`config.mk`:
```
export PLATFORM = sky130hd
export DESIGN_NAME = pipe_stage_reg
export DESIGN_NICKNAME = d
export VERILOG_FILES = /design/src/rtl/pipe_stage_reg.sv
export SDC_FILE = /design/constraint.sdc
export NUM_CORES = 1
export LEC_CHECK = 0
export ABC_AREA = 0
export CAP_MARGIN = 0
export CORE_MARGIN = 1.5
export CORE_UTILIZATION = 43
export DETAILED_ROUTE_END_ITERATION = 7
export GPL_TIMING_DRIVEN = 0
export PLACE_DENSITY = 0.79
export SYNTH_ARGS = -nofsm -noshare
export SYNTH_HDL_FRONTEND = slang
export SYNTH_SLANG_ARGS = --single-unit
```
`constraint.sdc`:
```
create_clock -name clk -period 1.65 [get_ports clk]
set_input_delay 0.2475 -clock clk [delete_from_list [all_inputs] [get_ports clk]]
set_output_delay 0.2475 -clock clk [all_outputs]
set_load 0.01 [all_outputs]
```
`src/rtl/pipe_stage_reg.sv`:
```
// rtl/pipe_stage_reg.sv - pipeline stage register with valid/ready handshake, 2-entry skid buffer, flush and NOP bubbles
// Optional performance counters (stall_cnt, bubble_cnt) are built only when PIPE_STAGE_PERF_EN is defined.
// in_ready comes straight from a flop (!skid_valid), so there is no combinational ready path through the stage.

module pipe_stage_reg #(
   parameter int              DATA_W = 160,
   parameter int              OP_W   = 6,
   parameter logic [OP_W-1:0] NOP_OP = 6'b110111,
   parameter int              CNT_W  = 16
) (
   input  logic              clk,
   input  logic              rstd,
   input  logic              flush,
   input  logic              in_valid,
   output logic              in_ready,
   input  logic [OP_W-1:0]   in_op,
   input  logic [DATA_W-1:0] in_data,
   output logic              out_valid,
   input  logic              out_ready,
   output logic [OP_W-1:0]   out_op,
   output logic [DATA_W-1:0] out_data
`ifdef PIPE_STAGE_PERF_EN
   ,
   output logic [CNT_W-1:0]  stall_cnt,
   output logic [CNT_W-1:0]  bubble_cnt
`endif
);

   // Reject nonsensical widths at elaboration time.
   if (DATA_W < 1 || OP_W < 1 || CNT_W < 1) begin : g_param_check
      $error("pipe_stage_reg: DATA_W, OP_W and CNT_W must be at least 1");
   end

   // Main entry feeds the outputs; skid entry absorbs the one extra beat
   // that arrives while in_ready is still high from the previous cycle.
   logic              main_valid;
   logic [OP_W-1:0]   main_op;
   logic [DATA_W-1:0] main_data;
   logic              skid_valid;
   logic [OP_W-1:0]   skid_op;
   logic [DATA_W-1:0] skid_data;

   logic accept;
   logic pop;

   assign in_ready  = !skid_valid;
   assign out_valid = main_valid;
   assign out_op    = main_valid ? main_op : NOP_OP;
   assign out_data  = main_data;

   assign accept = in_valid && in_ready;
   assign pop    = main_valid && out_ready;

   // Main/skid update: flush kills everything, otherwise refill main from skid first, then from the input.
   always_ff @(posedge clk or negedge rstd) begin
      if (!rstd) begin
         main_valid <= 1'b0;
         main_op    <= NOP_OP;
         main_data  <= '0;
         skid_valid <= 1'b0;
         skid_op    <= NOP_OP;
         skid_data  <= '0;
      end else if (flush) begin
         // A pop in this cycle has already been seen downstream; any accept is dropped.
         main_valid <= 1'b0;
         main_op    <= NOP_OP;
         skid_valid <= 1'b0;
         skid_op    <= NOP_OP;
      end else if (!main_valid || pop) begin
         if (skid_valid) begin
            main_valid <= 1'b1;
            main_op    <= skid_op;
            main_data  <= skid_data;
            skid_valid <= 1'b0;
            skid_op    <= NOP_OP;
         end else if (accept) begin
            main_valid <= 1'b1;
            main_op    <= in_op;
            main_data  <= in_data;
         end else begin
            // Payload is left as-is so the data bus does not toggle on bubbles.
            main_valid <= 1'b0;
            main_op    <= NOP_OP;
         end
      end else if (accept) begin
         skid_valid <= 1'b1;
         skid_op    <= in_op;
         skid_data  <= in_data;
      end
   end

`ifdef PIPE_STAGE_PERF_EN
   localparam logic [CNT_W-1:0] CNT_MAX = '1;

   // Saturating stall/bubble counters; only reset clears them, flush does not.
   always_ff @(posedge clk or negedge rstd) begin
      if (!rstd) begin
         stall_cnt  <= '0;
         bubble_cnt <= '0;
      end else begin
         if (main_valid && !out_ready && stall_cnt != CNT_MAX) begin
            stall_cnt <= stall_cnt + 1'b1;
         end
         if (!main_valid && bubble_cnt != CNT_MAX) begin
            bubble_cnt <= bubble_cnt + 1'b1;
         end
      end
   end
`endif

endmodule
```
Yosys cells after proc, flatten, opt, wreduce, memory -nomap -nowiden. Cells that the tools add are included.

Reduce and logical (&&, ||, !) cells: 11. Equality and inequality tests: 1. Multiplexer cells: 18. Bitwise gates (word level): 2.

Operators with widths (number): 160-bit 2-to-1 mux (2); 6-bit 2-to-1 mux (9); 1-bit 2-to-1 mux (7); 3-bit AND reduction (2); 2-bit nonzero test (2); 3-bit inequality test (second input constant) (1); 3-bit nonzero test (1); 1-bit logical AND (2); 1-bit logical NOT (2); 1-bit NOT (2); 2-bit AND reduction (1); 1-bit logical OR (1).

Input port bits: 171. Word-level logic and storage cells: 38. Bits in registers: 334. Output and inout port bits: 168.

Depth between registers and ports, before layout.
Word-level depth: 6. Gate-level depth with buffers: 6. Mapped depth without buffers: 3.

Least setup slack after synthesis. OpenSTA, ideal clock, no wires.

Path type: register -> register. Start point: register main_valid (netlist: out_valid). End point: register main_data[33] (netlist: out_data[33]). Library setup time: 125 ps. Arrival time: 1602 ps. Path buffers: 3. Clock period less this slack: 1726 ps. Stages on the path, launching flop included: 7. Slack: -76 ps. Required time: 1525 ps. Cell sequence: dfrtp_1 -> and2b_1 -> buf_4 -> nor2_4 -> buf_6 -> buf_4 -> mux2_2.

Cells in the longest elaborated chain, start to end: 3. Elaborated cells between the ends (all ways): 4. Classes of those cells: reduce/logical: 4.

Ends and longest elaborated chain: from (decl) (line 36) `logic main_valid;`; from (signal assigned) (line 57) `main_valid <= 1'b0;`; from (signal assigned) (line 65) `main_valid <= 1'b0;`; from (signal assigned) (line 71) `main_valid <= 1'b1;`; 1-bit logical NOT / 1-bit logical AND (equally long branches) (line 69, 52); 1-bit logical OR * (line 69) `end else if (!main_valid || pop) begin`; 3-bit AND reduction (no line) *; to (signal assigned) (line 73) `main_data <= skid_data;`; to (signal assigned) (line 79) `main_data <= in_data;`; to (decl) (line 38) `logic [DATA_W-1:0] main_data;`.

Every way passes the cells marked *; elsewhere a longest branch is shown, timed or not. A chain may end at the register's enable or synchronous reset.

Worst setup path in the final report.
Start point: register main_valid (netlist: out_valid). End point: register skid_data[120].

Cells in the longest elaborated chain, start to end: 4. Elaborated cells between the ends (all ways): 5. Classes of those cells: bitwise: 1; reduce/logical: 4.

Ends and longest elaborated chain: 1-bit logical NOT / 1-bit logical AND (equally long branches) (line 69, 52); 1-bit logical OR * (line 69); 1-bit NOT (no line) *; 3-bit AND reduction (no line) *; to (signal assigned) (line 88) `skid_data <= in_data;`; to (decl) (line 41) `logic [DATA_W-1:0] skid_data;`.

Marks and branches as above.

==> impl_metrics.env <==
export IMPL_outcome="finished, violations left"
export IMPL_violations="negative hold slack, negative setup slack"
export IMPL_cp_end_kind="flip-flop"
export IMPL_grt_max_degree=118
export IMPL_ir_worst_vdd_v=0.0008017
export IMPL_cts_htree_levels=2
export IMPL_synth_edff_count=0
export IMPL_switching_share_pct=25.14
export IMPL_drc_errors=0
export IMPL_fillers=2347
export IMPL_cap_violations=0
export IMPL_firstDrtPassIters=4
export IMPL_intPower_mw=19.07
export IMPL_drtAntennaViolNets=0
export IMPL_leakage_nw=10.17
export IMPL_grt_pass1_wl_mm=60.32
export IMPL_total_power_mw=25.48
export IMPL_rsz0062_at_grt="yes"
export IMPL_setup_ws_ps=-141.0
export IMPL_use_met2_pct=36.34
export IMPL_whs_ps=-280.7
export IMPL_path_clk_slew_ps=70
export IMPL_met3_usage_pct=4.414
export IMPL_root_buffer="clkbuf_16"
export IMPL_grt_overflow=0
export IMPL_grt_usage_pct=21.72
export IMPL_pwr_share_clk_pct=33.2
export IMPL_period_needed_ps=1791
export IMPL_netlist_area_sq_um=14850
export IMPL_io_pins=339
export IMPL_dp_hpwl_mm=24.31
export IMPL_yosysSeqAreaShare_pct=56.37
export IMPL_clock_latency_ps=520
export IMPL_worst_pin_slew_ps=627.1
export IMPL_start_util_pct=43.95
export IMPL_relSlewSlack_pct=58.19
export IMPL_seqPwrFrac_pct=43.6
export IMPL_finalClockSkew_ps=15.29
export IMPL_startpoint_type="flip-flop"
export IMPL_grt_pass1_vias=10428
export IMPL_cts_buffer_depth=3
export IMPL_dieArea_sq_um=35650
export IMPL_synth_nets=1090
export IMPL_setup_viol=270
export IMPL_antenna_found_initial=3
export IMPL_power_density_nw_per_um2=1157
export IMPL_routed_via_count=9441
export IMPL_clock_sinks=334
export IMPL_synth_ff_type="dfrtp_1"
export IMPL_met1_usage_pct=27.54
export IMPL_wirelength_mm=39.56
export IMPL_first_iter_violations=302
export IMPL_cts_inserted_buffers=38
export IMPL_die_w_um=188.8
export IMPL_die_h_um=188.8
export IMPL_timing_final_crit_share_pct=108.5
export IMPL_p_comb_share_pct=23.2
export IMPL_hold_class="input pin to asynchronous set/reset pin"
export IMPL_final_layout_size_suffix_gt1_share_pct=49.57
export IMPL_portBuffers=338
export IMPL_syn_instance_count=919
export IMPL_worstSetupPathType="flip-flop to flip-flop"
export IMPL_area_growth_pct=48.26
export IMPL_cts_tree="done"
export IMPL_yosys_warnings=0
export IMPL_grt_busiest_layer="met2"
export IMPL_gp_congestion=0.8015
export IMPL_worstPathRequired_ps=2040
export IMPL_row_count=67
export IMPL_core_area_sq_um=33780
export IMPL_final_nets=1535
export IMPL_post_drt_wl_per_cell_um=21.47
export IMPL_ys_types=27
export IMPL_drv_slew=0
export IMPL_synth_area_per_cell_sq_um=16.16
export IMPL_ys_async_sr_fraction_pct=100.0
export IMPL_fmax_mhz=558.4
export IMPL_post_drt_via_cell_ratio=5.123
export IMPL_cp_arrival_ps=2180
export IMPL_synth_seq_cells=334
export IMPL_hold_violations=116
export IMPL_path_max_fanout=6
export IMPL_p_switching_mw=6.406
placed cells by master (no fill, tap or decap), drive strengths merged, types with 2 or more instances in the layout:
master,instances
clkbuf,74
o22ai,5
dfstp,10
clkdlybuf4s50,169
o21ai,6
and2,2
diode,3
mux2,480
clkinv,7
nor2,10
a21oi,6
dlygate4sd2,159
a22oi,5
buf,117
dfrtp,324
nand2b,7
what timing repair did:
item | CTS | global route
cloned | 24 | 9
gates resized for setup | 452 | 71
setup buffers | 41 | 20
hold endpoints to repair | 116 | 116
setup endpoints to repair | 499 | 408
pin swaps | 4 | 2
worst max-delay path, stage by stage (launching register included):
cell and delay, ps:
dfrtp_2 400, and2b_2 230, buf_6 130, nand3_4 140, buf_4 170, clkbuf_16 170, buf_12 130, mux2_4 300
cell usage after synthesis (2+ instances only):
master    count  area [sq um]
buf_4         2         15.01
mux2_2      380          4279
dfrtp_1     324          8108
nand2b_1      7         43.79
o22ai_1       5         31.28
dfstp_2      10         262.8
clkbuf_1     11         41.29
o21ai_0       6         30.03
and2_1        2         12.51
buf_6        20         225.2
buf_2        15         75.07
nor2_1        9         33.78
mux2_4      100          1501
a22oi_1       5         37.54
a21oi_1       6         30.03
buf_1         6         22.52
flip-flops by register name, indices dropped and copies added, names as in the netlist:
signal and flops:
out_data 160, skid_data 160, main_op 6, skid_op 6
out_valid 1, skid_valid 1
area by class of cell:
| class | count | area [sq um] | area share (%) |
|---|---|---|---|
| Timing Repair Buffer | 415 | 4597 | 20.88 |
| Multi-Input combinational cell | 529 | 6520 | 29.62 |
| Inverter | 1 | 7.507 | 0.03410 |
| Antenna cell | 3 | 7.507 | 0.03410 |
| Sequential cell | 334 | 8373 | 38.04 |
| Clock buffer | 60 | 1197 | 5.439 |
| Clock inverter | 8 | 65.06 | 0.2956 |
| Buffer | 45 | 685.7 | 3.115 |
| Tap cell | 448 | 560.5 | 2.546 |
logic make-up after synthesis:
| group | Yosys count | synth area share, % |
|---|---|---|
| flops | 334 | 56.37 |
| compound gates | 26 | 1.070 |
| simple gates | 23 | 0.9438 |
| buf+inv | 56 | 2.680 |
| mux | 480 | 38.93 |
per-stage QoR:
stage          worst slack, ps  util, %  TNS [ps]  area [sq um]  cells
2_1_floorplan            8.279        -         0         14850    919
3_3_place_gp            -15590    55.64  -4884870         18800   1705
3_5_place_dp            -660.0    55.90   -200580         18880   1708
4_1_cts                 -176.9    64.91    -24860         21930   1839
5_1_grt                 -187.9    65.16    -30550         22010   1843
6_report                -141.0    65.16    -16540         22010   1843
path summary, 6_finish.rpt:
check,from,end,slack (ps),cells past startpoint
worst max-delay path,out_valid$_DFFE_PN0P_,skid_data[120]$_DFFE_PN0P_,-140,7
worst min-delay path,rstd,out_data[96]$_DFFE_PN0P_,-280,1
worst max register to register,out_valid$_DFFE_PN0P_,skid_data[120]$_DFFE_PN0P_,-140,7
worst min register to register,out_data[155]$_DFFE_PN0P_,out_data[155]$_DFFE_PN0P_,500,1
max in group asynchronous,rstd,out_data[18]$_DFFE_PN0P_,380,4
min in group clk,in_data[18],skid_data[18]$_DFFE_PN0P_,370,2
power by group through the flow:
stage	sequential (mW)	combinational (mW)	clock [mW]
floorplan	11.3	2.62	0
global placement	11.1	5.53	0
detailed placement	11.2	5.68	0
CTS	11.1	5.94	8.63
global route	11.3	6.30	8.97
finish	11.1	5.91	8.46
routing by layer:
layer	up-vias	part of all wire [%]
met5	-	0
met4	0	3.8
met3	89	5.0
met2	257	49
met1	4874	42
li1	4221	-
Note: power is estimated with default switching activity, not from simulation.
